--- config.mk ---
export PLATFORM = sky130hd
export DESIGN_NAME = aq_spsram_64x58_ctrl
export DESIGN_NICKNAME = d
export VERILOG_FILES = /design/src/rtl/aq_spsram_ctrl_pkg.sv /design/src/rtl/aq_spsram_ctrl_sweep.sv /design/src/rtl/aq_spsram_64x58_ctrl.sv
export SDC_FILE = /design/constraint.sdc
export NUM_CORES = 1
export LEC_CHECK = 0
export BUFFER_PORTS_ARGS = -buffer_cell sky130_fd_sc_hd__buf_4
export CORE_AREA = 2 2 148 150
export CTS_BUF_LIST = sky130_fd_sc_hd__clkbuf_2
export DETAILED_ROUTE_END_ITERATION = 7
export DIE_AREA = 0 0 150 152
export PLACE_DENSITY_LB_ADDON = 0.3
export SKIP_LAST_GASP = 1
export SLEW_MARGIN = 20
export SYNTH_ARGS = -nofsm -noshare
export SYNTH_HDL_FRONTEND = slang
export SYNTH_HIERARCHICAL = 1
export SYNTH_SLANG_ARGS = --single-unit
--- constraint.sdc ---
create_clock -name forever_cpuclk -period 2 [get_ports forever_cpuclk]
set_input_delay 0.4 -clock forever_cpuclk [delete_from_list [all_inputs] [get_ports forever_cpuclk]]
set_output_delay 0.4 -clock forever_cpuclk [all_outputs]
set_load 0.05 [all_outputs]
--- src/rtl/aq_spsram_ctrl_pkg.sv ---
// -----------------------------------------------------------------------------
// aq_spsram_ctrl_pkg
//   Shared definitions for the 64x58 single-port SRAM controller:
//   - default SRAM geometry (ADDR_WIDTH, DATA_WIDTH)
//   - read-starvation threshold (STARVE_LIMIT)
//   - controller state enumeration (INV = invalidate sweep, RUN = arbitrate)
//   - helper to size the starvation counter for a given limit
// -----------------------------------------------------------------------------
package aq_spsram_ctrl_pkg;

  localparam int ADDR_WIDTH   = 6;
  localparam int DATA_WIDTH   = 58;
  localparam int STARVE_LIMIT = 4;

  typedef enum logic {
    INV = 1'b0,
    RUN = 1'b1
  } ctrl_state_e;

  // The counter must be able to hold the limit value itself.
  function automatic int starve_width(input int limit);
    return (limit < 1) ? 1 : $clog2(limit + 1);
  endfunction

endpackage

--- src/rtl/aq_spsram_ctrl_sweep.sv ---
// -----------------------------------------------------------------------------
// aq_spsram_ctrl_sweep
//   Address generator for the full-array invalidate sweep. The counter steps
//   once per cycle while active and naturally wraps back to 0 after the last
//   entry, so it is already at 0 whenever the next sweep begins.
//
// Ports
//   clk_i      : clock, rising edge
//   rst_n_i    : asynchronous active-low reset, counter -> 0
//   active_i   : controller is in the sweep state; advance the counter
//   restart_i  : force the counter to 0 for the next cycle
//   cnt_o      : current sweep address
//   done_o     : active and pointing at the last entry (final sweep cycle)
// -----------------------------------------------------------------------------
module aq_spsram_ctrl_sweep #(
  parameter int ADDR_WIDTH = aq_spsram_ctrl_pkg::ADDR_WIDTH
) (
  input  logic                  clk_i,
  input  logic                  rst_n_i,
  input  logic                  active_i,
  input  logic                  restart_i,
  output logic [ADDR_WIDTH-1:0] cnt_o,
  output logic                  done_o
);

  import aq_spsram_ctrl_pkg::*;

  logic [ADDR_WIDTH-1:0] cnt_q;
  logic [ADDR_WIDTH-1:0] cnt_d;

  always_comb begin
    cnt_d = cnt_q;
    if (restart_i) begin
      cnt_d = '0;
    end else if (active_i) begin
      // Wraps from the last entry back to 0 on its own.
      cnt_d = cnt_q + ADDR_WIDTH'(1);
    end
  end

  always_ff @(posedge clk_i or negedge rst_n_i) begin
    if (!rst_n_i) begin
      cnt_q <= '0;
    end else begin
      cnt_q <= cnt_d;
    end
  end

  assign cnt_o  = cnt_q;
  assign done_o = active_i && (cnt_q == {ADDR_WIDTH{1'b1}});

endmodule

--- src/rtl/aq_spsram_64x58_ctrl.sv ---
// -----------------------------------------------------------------------------
// aq_spsram_64x58_ctrl
//   Controller for a 64x58 single-port SRAM with active-low enables.
//   After reset (and on request) it sweeps every entry to zero, then
//   arbitrates one read or one write per cycle. Writes normally win; a read
//   that has been refused STARVE_LIMIT cycles in a row is forced through.
//   Read data comes back one cycle after the read grant.
//
// Ports
//   forever_cpuclk : sole clock, rising edge
//   cpurst_b       : asynchronous active-low reset
//   inv_req        : one-cycle pulse, start a full invalidate sweep
//   inv_busy       : sweep in progress
//   rd_req/rd_addr : read request
//   rd_gnt         : read accepted this cycle (combinational)
//   rd_vld/rd_data : read return, data forced to 0 when not valid
//   wr_req/wr_addr/wr_data/wr_mask : write request, mask bit 1 = write bit
//   wr_gnt         : write accepted this cycle (combinational)
//   sram_a/sram_cen/sram_gwen/sram_wen/sram_d : SRAM drive (enables low)
//   sram_q         : SRAM read data, valid the cycle after a read access
// -----------------------------------------------------------------------------
module aq_spsram_64x58_ctrl #(
  parameter int ADDR_WIDTH   = aq_spsram_ctrl_pkg::ADDR_WIDTH,
  parameter int DATA_WIDTH   = aq_spsram_ctrl_pkg::DATA_WIDTH,
  parameter int STARVE_LIMIT = aq_spsram_ctrl_pkg::STARVE_LIMIT
) (
  input  logic                  forever_cpuclk,
  input  logic                  cpurst_b,
  input  logic                  inv_req,
  output logic                  inv_busy,
  input  logic                  rd_req,
  input  logic [ADDR_WIDTH-1:0] rd_addr,
  output logic                  rd_gnt,
  output logic                  rd_vld,
  output logic [DATA_WIDTH-1:0] rd_data,
  input  logic                  wr_req,
  input  logic [ADDR_WIDTH-1:0] wr_addr,
  input  logic [DATA_WIDTH-1:0] wr_data,
  input  logic [DATA_WIDTH-1:0] wr_mask,
  output logic                  wr_gnt,
  output logic [ADDR_WIDTH-1:0] sram_a,
  output logic                  sram_cen,
  output logic                  sram_gwen,
  output logic [DATA_WIDTH-1:0] sram_wen,
  output logic [DATA_WIDTH-1:0] sram_d,
  input  logic [DATA_WIDTH-1:0] sram_q
);

  import aq_spsram_ctrl_pkg::*;

  localparam int STARVE_W = starve_width(STARVE_LIMIT);

  ctrl_state_e           state_q;
  ctrl_state_e           state_d;
  logic [STARVE_W-1:0]   starve_q;
  logic [STARVE_W-1:0]   starve_d;
  logic                  rd_vld_q;
  logic                  rd_vld_d;

  logic                  in_inv;
  logic                  in_run;
  logic                  sweep_restart;
  logic                  sweep_done;
  logic [ADDR_WIDTH-1:0] sweep_addr;
  logic                  starve_hit;
  logic                  arb_en;
  logic                  rd_wins;

  assign in_inv = (state_q == INV);
  assign in_run = (state_q == RUN);

  // A new sweep always starts from entry 0, even if requested from RUN.
  assign sweep_restart = in_run && inv_req;

  aq_spsram_ctrl_sweep #(
    .ADDR_WIDTH (ADDR_WIDTH)
  ) u_sweep (
    .clk_i     (forever_cpuclk),
    .rst_n_i   (cpurst_b),
    .active_i  (in_inv),
    .restart_i (sweep_restart),
    .cnt_o     (sweep_addr),
    .done_o    (sweep_done)
  );

  // ---------------------------------------------------------------------------
  // FSM: state register
  // ---------------------------------------------------------------------------
  always_ff @(posedge forever_cpuclk or negedge cpurst_b) begin
    if (!cpurst_b) begin
      state_q  <= INV;
      starve_q <= '0;
      rd_vld_q <= 1'b0;
    end else begin
      state_q  <= state_d;
      starve_q <= starve_d;
      rd_vld_q <= rd_vld_d;
    end
  end

  // ---------------------------------------------------------------------------
  // FSM: next-state logic
  // ---------------------------------------------------------------------------
  always_comb begin
    state_d = state_q;
    unique case (state_q)
      // inv_req is deliberately not looked at here: a sweep cannot be
      // restarted or queued while one is running.
      INV: if (sweep_done) state_d = RUN;
      RUN: if (inv_req)    state_d = INV;
      default: state_d = INV;
    endcase
  end

  // Starvation counter: counts consecutive RUN cycles in which a pending read
  // was refused. It saturates at the limit so a refusal caused by inv_req
  // while already at the limit cannot wrap it.
  assign starve_hit = (starve_q == STARVE_W'(STARVE_LIMIT));

  always_comb begin
    starve_d = starve_q;
    if (!rd_req || rd_gnt) begin
      starve_d = '0;
    end else if (in_run && !starve_hit) begin
      starve_d = starve_q + STARVE_W'(1);
    end
  end

  // Read return is simply the grant delayed by one cycle; a state change to
  // INV does not touch it, so an in-flight read still returns.
  assign rd_vld_d = rd_gnt;

  // ---------------------------------------------------------------------------
  // FSM: output logic (arbitration and SRAM mux)
  // ---------------------------------------------------------------------------
  assign arb_en  = in_run && !inv_req;
  assign rd_wins = rd_req && (!wr_req || starve_hit);

  always_comb begin
    rd_gnt    = arb_en && rd_wins;
    wr_gnt    = arb_en && wr_req && !rd_wins;
    inv_busy  = in_inv;

    sram_cen  = 1'b1;
    sram_gwen = 1'b1;
    sram_wen  = '1;
    sram_a    = '0;
    sram_d    = '0;

    // The sweep drive is gated by the reset input itself so the SRAM stays
    // deselected for the whole time reset is held, not just from the next edge.
    if (in_inv && cpurst_b) begin
      sram_cen  = 1'b0;
      sram_gwen = 1'b0;
      sram_wen  = '0;
      sram_a    = sweep_addr;
      sram_d    = '0;
    end else if (wr_gnt) begin
      sram_cen  = 1'b0;
      sram_gwen = 1'b0;
      sram_wen  = ~wr_mask;
      sram_a    = wr_addr;
      sram_d    = wr_data;
    end else if (rd_gnt) begin
      sram_cen  = 1'b0;
      sram_gwen = 1'b1;
      sram_wen  = '1;
      sram_a    = rd_addr;
    end
  end

  assign rd_vld  = rd_vld_q;
  assign rd_data = rd_vld_q ? sram_q : '0;

endmodule

### Word-level counts from Yosys, hierarchy flattened

Cells that the tools add are included.

| storage, ports and cells | value |
|---|---|
| register bits | 11 |
| input bits | 191 |
| word-level logic and storage cells | 48 |
| output and inout port bits | 186 |

| operators by class | value |
|---|---|
| reduce and logical (&&, ||, !) cells | 17 |
| equal/unequal tests | 3 |
| mux-type cells | 20 |
| bitwise operators | 2 |
| add/sub/neg operators | 2 |

Operator list:

| kind | number |
|---|---|
| two-way mux 58 bit | 5 |
| NOT 58 bit | 1 |
| two-way mux 6 bit | 5 |
| logical AND 1 bit | 9 |
| two-way mux 1 bit | 7 |
| adder 6 x 1 -> 6 bit, second input constant | 1 |
| equality test 6 bit, second input constant | 1 |
| two-way mux 3 bit | 2 |
| zero test 1 bit | 5 |
| adder 3 x 1 -> 3 bit, second input constant | 1 |
| equality test 3 bit, second input constant | 1 |
| logical OR 1 bit | 2 |
| != test 2 x 1 -> 1 bit, second input constant | 1 |
| one-hot mux 1 bit (2 select lines) | 1 |
| nonzero test 2 bit | 1 |
| NOT 1 bit | 1 |

### Longest topological paths before layout

| logic depth | value |
|---|---|
| word-level depth | 7 |
| mapped depth | 8 |
| gate-level depth less buffers | 5 |

### Modules after synthesis

The synthesis kept the hierarchy.

By module, submodules not included:

| module | sequential area each (µm²) | area each (µm²) | times used | cells an instance |
|---|---|---|---|---|
| aq_spsram_64x58_ctrl | 125.1 | 1585.3 | 1 | 254 |
| aq_spsram_ctrl_sweep | 150.1 | 290.3 | 1 | 28 |

### Least setup slack after synthesis

Ideal clock, no wire load.

| path | value |
|---|---|
| path kind | reg-to-output |
| from | reg starve_q[0] |
| to | out sram_a[0] |
| arrival time | 2273 ps |
| setup slack | -673 ps |
| cell stages (with the launch flop) | 6 |
| data required time | 1600 ps |
| buffers on the path | 0 |
| cell sequence | dfrtp_1 > inv_1 > ha_1 > a21boi_0 > nor3b_2 > a221o_1 |

| on the way | value |
|---|---|
| word-level cells in the longest chain between the ends | 7 |
| elaborated cells between the ends (all ways) | 9 |
| those cells by class | 1 x eq/ne; 3 x mux; 5 x reduce/logical |

Ends and longest elaborated chain:

| element | RTL line | RTL |
|---|---|---|
| from (decl) | aq_spsram_64x58_ctrl.sv:55 | `logic [STARVE_W-1:0] starve_q;` |
| from (signal assigned) | aq_spsram_64x58_ctrl.sv:96 | `starve_q <= starve_d;` |
| equality test 3 bit | aq_spsram_64x58_ctrl.sv:118 | `assign starve_hit = (starve_q == STARVE_W'(STARVE_LIMIT));` |
| logical OR 1 bit | aq_spsram_64x58_ctrl.sv:137 | `assign rd_wins = rd_req && (!wr_req \|\| starve_hit);` |
| logical AND 1 bit | aq_spsram_64x58_ctrl.sv:137 |  |
| logical AND 1 bit | aq_spsram_64x58_ctrl.sv:140 | `rd_gnt = arb_en && rd_wins;` |
| via rd_gnt | aq_spsram_64x58_ctrl.sv:33 | `output logic rd_gnt,` |
| two-way mux 6 bit | aq_spsram_64x58_ctrl.sv:164 | `end else if (rd_gnt) begin` |
| two-way mux 6 bit | aq_spsram_64x58_ctrl.sv:158 | `end else if (wr_gnt) begin` |
| two-way mux 6 bit | aq_spsram_64x58_ctrl.sv:152 | `if (in_inv && cpurst_b) begin` |
| to (decl) | aq_spsram_64x58_ctrl.sv:41 | `output logic [ADDR_WIDTH-1:0] sram_a,` |

The timed path passes the listed nets, and every way through them passes these cells.

### Final worst setup path

| path | value |
|---|---|
| from | reg starve_q[1] |
| to | out sram_a[0] |

| on the way | value |
|---|---|
| word-level cells in the longest chain between the ends | 7 |
| elaborated cells between the ends (all ways) | 9 |
| those cells by class | 1 x eq/ne; 3 x mux; 5 x reduce/logical |

Ends and longest elaborated chain:

| element | RTL line |
|---|---|
| equality test 3 bit * | aq_spsram_64x58_ctrl.sv:118 |
| logical OR 1 bit * | aq_spsram_64x58_ctrl.sv:137 |
| logical AND 1 bit * | aq_spsram_64x58_ctrl.sv:137 |
| logical AND 1 bit or zero test 1 bit (tied branches) | aq_spsram_64x58_ctrl.sv:140, aq_spsram_64x58_ctrl.sv:141 |
| two-way mux 6 bit or logical AND 1 bit (tied branches) | aq_spsram_64x58_ctrl.sv:164, aq_spsram_64x58_ctrl.sv:141 |
| two-way mux 6 bit * | aq_spsram_64x58_ctrl.sv:158 |
| two-way mux 6 bit * | aq_spsram_64x58_ctrl.sv:152 |

Every way passes the cells marked *; elsewhere a longest branch is shown, timed or not.

==> results.md <==
- Outcome: complete, but fails checks
- Failing checks: negative setup slack
- DP Worst Slack: -50.5 ps
- Setup_tns: -17240 ps
- Worst-Margin Slew: 413 ps
- Reg2reg path depth: 5
- CTS H-tree depth: 1
- WL final: 12800 um
- Int Pwr: 0.00130 W
- Clk pwr share: 0.049
- Worst hold slack: 43.9 ps
- Seq cells post-synth: 11
- Core Box Area: 21400 um2
- TritonCTS clock tree: built
- Clock Tree Root: clkbuf_2
- Cell Pwr Density: 423 nW/um2
- Post-synth EDFFs: 0
- Port bufs: 376
- Clock skew: 2.21 ps
- Final instance area: 6350 um2
- WL/cell: 13.5 um
- Clk_lat worst skew: 260 ps
- Critical Path Sink Type: output port
- All-Layer GR Usage: 0.100
- Worst Path Required: 1600 ps
- Setup violations, final: 126
- Mean Syn Cell Area: 6.65 um2
- CTS Buf Count: 3
- Crit path launch: starve_q[1]$_DFFE_PN0P_
- Worst IR Drop VDD: 202 uV
- Synth Instances: 282
- Arr. time, crit path: 1830 ps
- Hold Path Class: input pin to asynchronous set/reset pin
- Main synth FF type: dfrtp_1
- Crit-path max FO: 5
- Final worst-path cycle share: 1.11
- Syn Nets: 476
- RSZ-0062 raised after global routing: yes
- Starting DRT DRC Count: 68
- Die width: 150 um
- Vias per cell: 3.71
- Crit start category: flop
- Dpl cell area: 5790 um2
- Top cells by area, synth: and2_1, and3_1, a21oi_1
- Global placer's final weighted congestion: 0.767
- Max Slew Vio Count: 0
- Final Hold Viols: 0
- Layout area overhead: 238%
- Power Total: 0.00268 W
- CTS max path bufs: 2
- Top-area cell type share of the netlist area: 0.217
- Register area share after synthesis: 0.147
- Initial Util: 0.0878
- First-pass iteration count of the detailed router: 4
- Comb power frac: 0.812
- Reg power frac: 0.138
- First-pass GRT wire length: 18300 um
- Largest net degree at the start of global routing: 60
- Mapped cell area: 1880 um2
- Standard-cell rows: 54
- WS Path Type: flop to output port
- Dominant cell type by area after synthesis: and2_1
- Die height: 152 um
- Max-cap violations: 0
- Share of cells above drive strength 1: 0.744
- Hpwl dp: 10800 um
- Post-synthesis async set-or-reset flop share: 1.00
- Layout Nets: 864
- Leak: 3.30 nW
- Post-route worst setup slack: -227 ps
- Antenna Violating Nets Remaining: 0
- Hold-fix buffers at CTS: 0
- I/O Pins: 377
- Initial antenna violation count: 0
- Vias in the first global route: 3460
- Number of clock sinks: 11
- Max-slew headroom: 0.725
- Peak Freq: 449 MHz
- Synth warnings: 6
- Total grt overflow: 0
- Clock transition at the registers of the reported paths: 120 ps
- Launch point of the worst reg-to-reg path: in_run$_DFF_PN0_
- Total number of vias: 3522
- Switch share: 0.515
- N_diodes: 0
- Drt drc: 0
- Die area: 22800 um2
- Top post-synthesis cells by count: and2_1, a21oi_1, and3_1
- Cell with the most instances after synthesis: and2_1
- Clock period minus worst slack: 2230 ps
- Net switching power: 0.00138 W
- Count of different cell masters after synthesis: 29
## cell usage in the layout (no fill, tap or decap), types with 2 or more instances in the layout
master,netlist,routed
buf_12,0,12
clkbuf_2,0,4
o21ai_0,4,4
a221o_2,0,6
buf_8,0,15
buf_4,4,329
inv_2,0,2
ha_1,3,2
dfrtp_1,11,11
a21oi_2,0,16
xor2_1,3,3
a21oi_4,0,42
nand3_1,2,2
clkbuf_16,0,2
a21oi_1,62,4
inv_1,5,3
and3_1,58,58
nand4_1,2,2
and2_1,65,65
nand2_1,5,5
buf_6,2,58
nor2_1,7,6
or3_1,2,2
## sequential cells by signal (all words and copies together) (netlist names)
| register | count |
|---|---|
| u_sweep/cnt_o | 6 |
| in_run | 1 |
| rd_vld | 1 |
| starve_q | 3 |
## final timing paths
| kind | end | slack [ps] |
|---|---|---|
| max | sram_a[0] | -230 |
| min | rd_vld$_DFF_PN0_ | 40 |
| max reg2reg | u_sweep/cnt_o[5]$_DFFE_PN0P_ | 540 |
| min reg2reg | starve_q[0]$_DFFE_PN0P_ | 570 |
| min in group forever_cpuclk | starve_q[2]$_DFFE_PN0P_ | 510 |
| max in group asynchronous | starve_q[1]$_DFFE_PN0P_ | 1810 |
## layer usage
metal  part of all wire  global-route usage  routed length (um)  up-vias
met1               0.35               0.104                4450     1569
met3               0.10              0.0294                1280        2
met5                  0                   0                   0        -
met2               0.55               0.202                7070      202
li1                   -                   -                   -     1749
met4             0.0010             0.00674                  13        0
## final cells by class
type	instances	area, um2
well taps	280	350
fillers	2239	15000
inverters	5	18.8
multi-input cells	232	2020
repair buffers	417	3670
clock buffers	4	20.0
flip-flops and latches	11	275
## critical path, cell delays in order (launching register included)
cell	delay [ps]
dfrtp_1	410
inv_2	70
ha_4	150
nand3_4	60
and2_4	190
buf_6	130
a221o_2	390
buf_8	160
## what timing repair did
item,4_1_cts,5_1_grt
cloned,0,2
buffers inserted,3,5
setup endpoints to repair,126,126
pin swaps,22,16
gates resized for setup,75,27
## kinds of logic (layout without fill, tap and decap cells)
logic type               Yosys count  in the layout  share of synthesized area
buffers and inverters             39            426                     0.0967
AO/OA/AOI/OAI                     75             75                      0.221
multiplexers                       1              1                    0.00534
XOR/XNOR                           4              4                     0.0187
flip-flops                        11             11                      0.147
adder cells (fa/ha/maj)            3              3                     0.0200
AND/OR/NAND/NOR                  149            149                      0.491
## power by group through the flow
stage	combinational, W	clock, W	sequential, W
2_1_floorplan	0.00119	0	0.000359
5_1_grt	0.00229	0.000161	0.000385
6_report	0.00218	0.000133	0.000371
3_3_place_gp	0.00196	0	0.000376
3_5_place_dp	0.00196	0	0.000376
4_1_cts	0.00214	0.000143	0.000372
## per-stage QoR
stage | util | instances
after floorplan | - | 282
after CTS | 0.287 | 942
after global routing | 0.297 | 949
after detailed placement | 0.271 | 935
after global placement | 0.271 | 935
final | 0.297 | 949
Note: power is estimated with default switching activity, not from simulation.
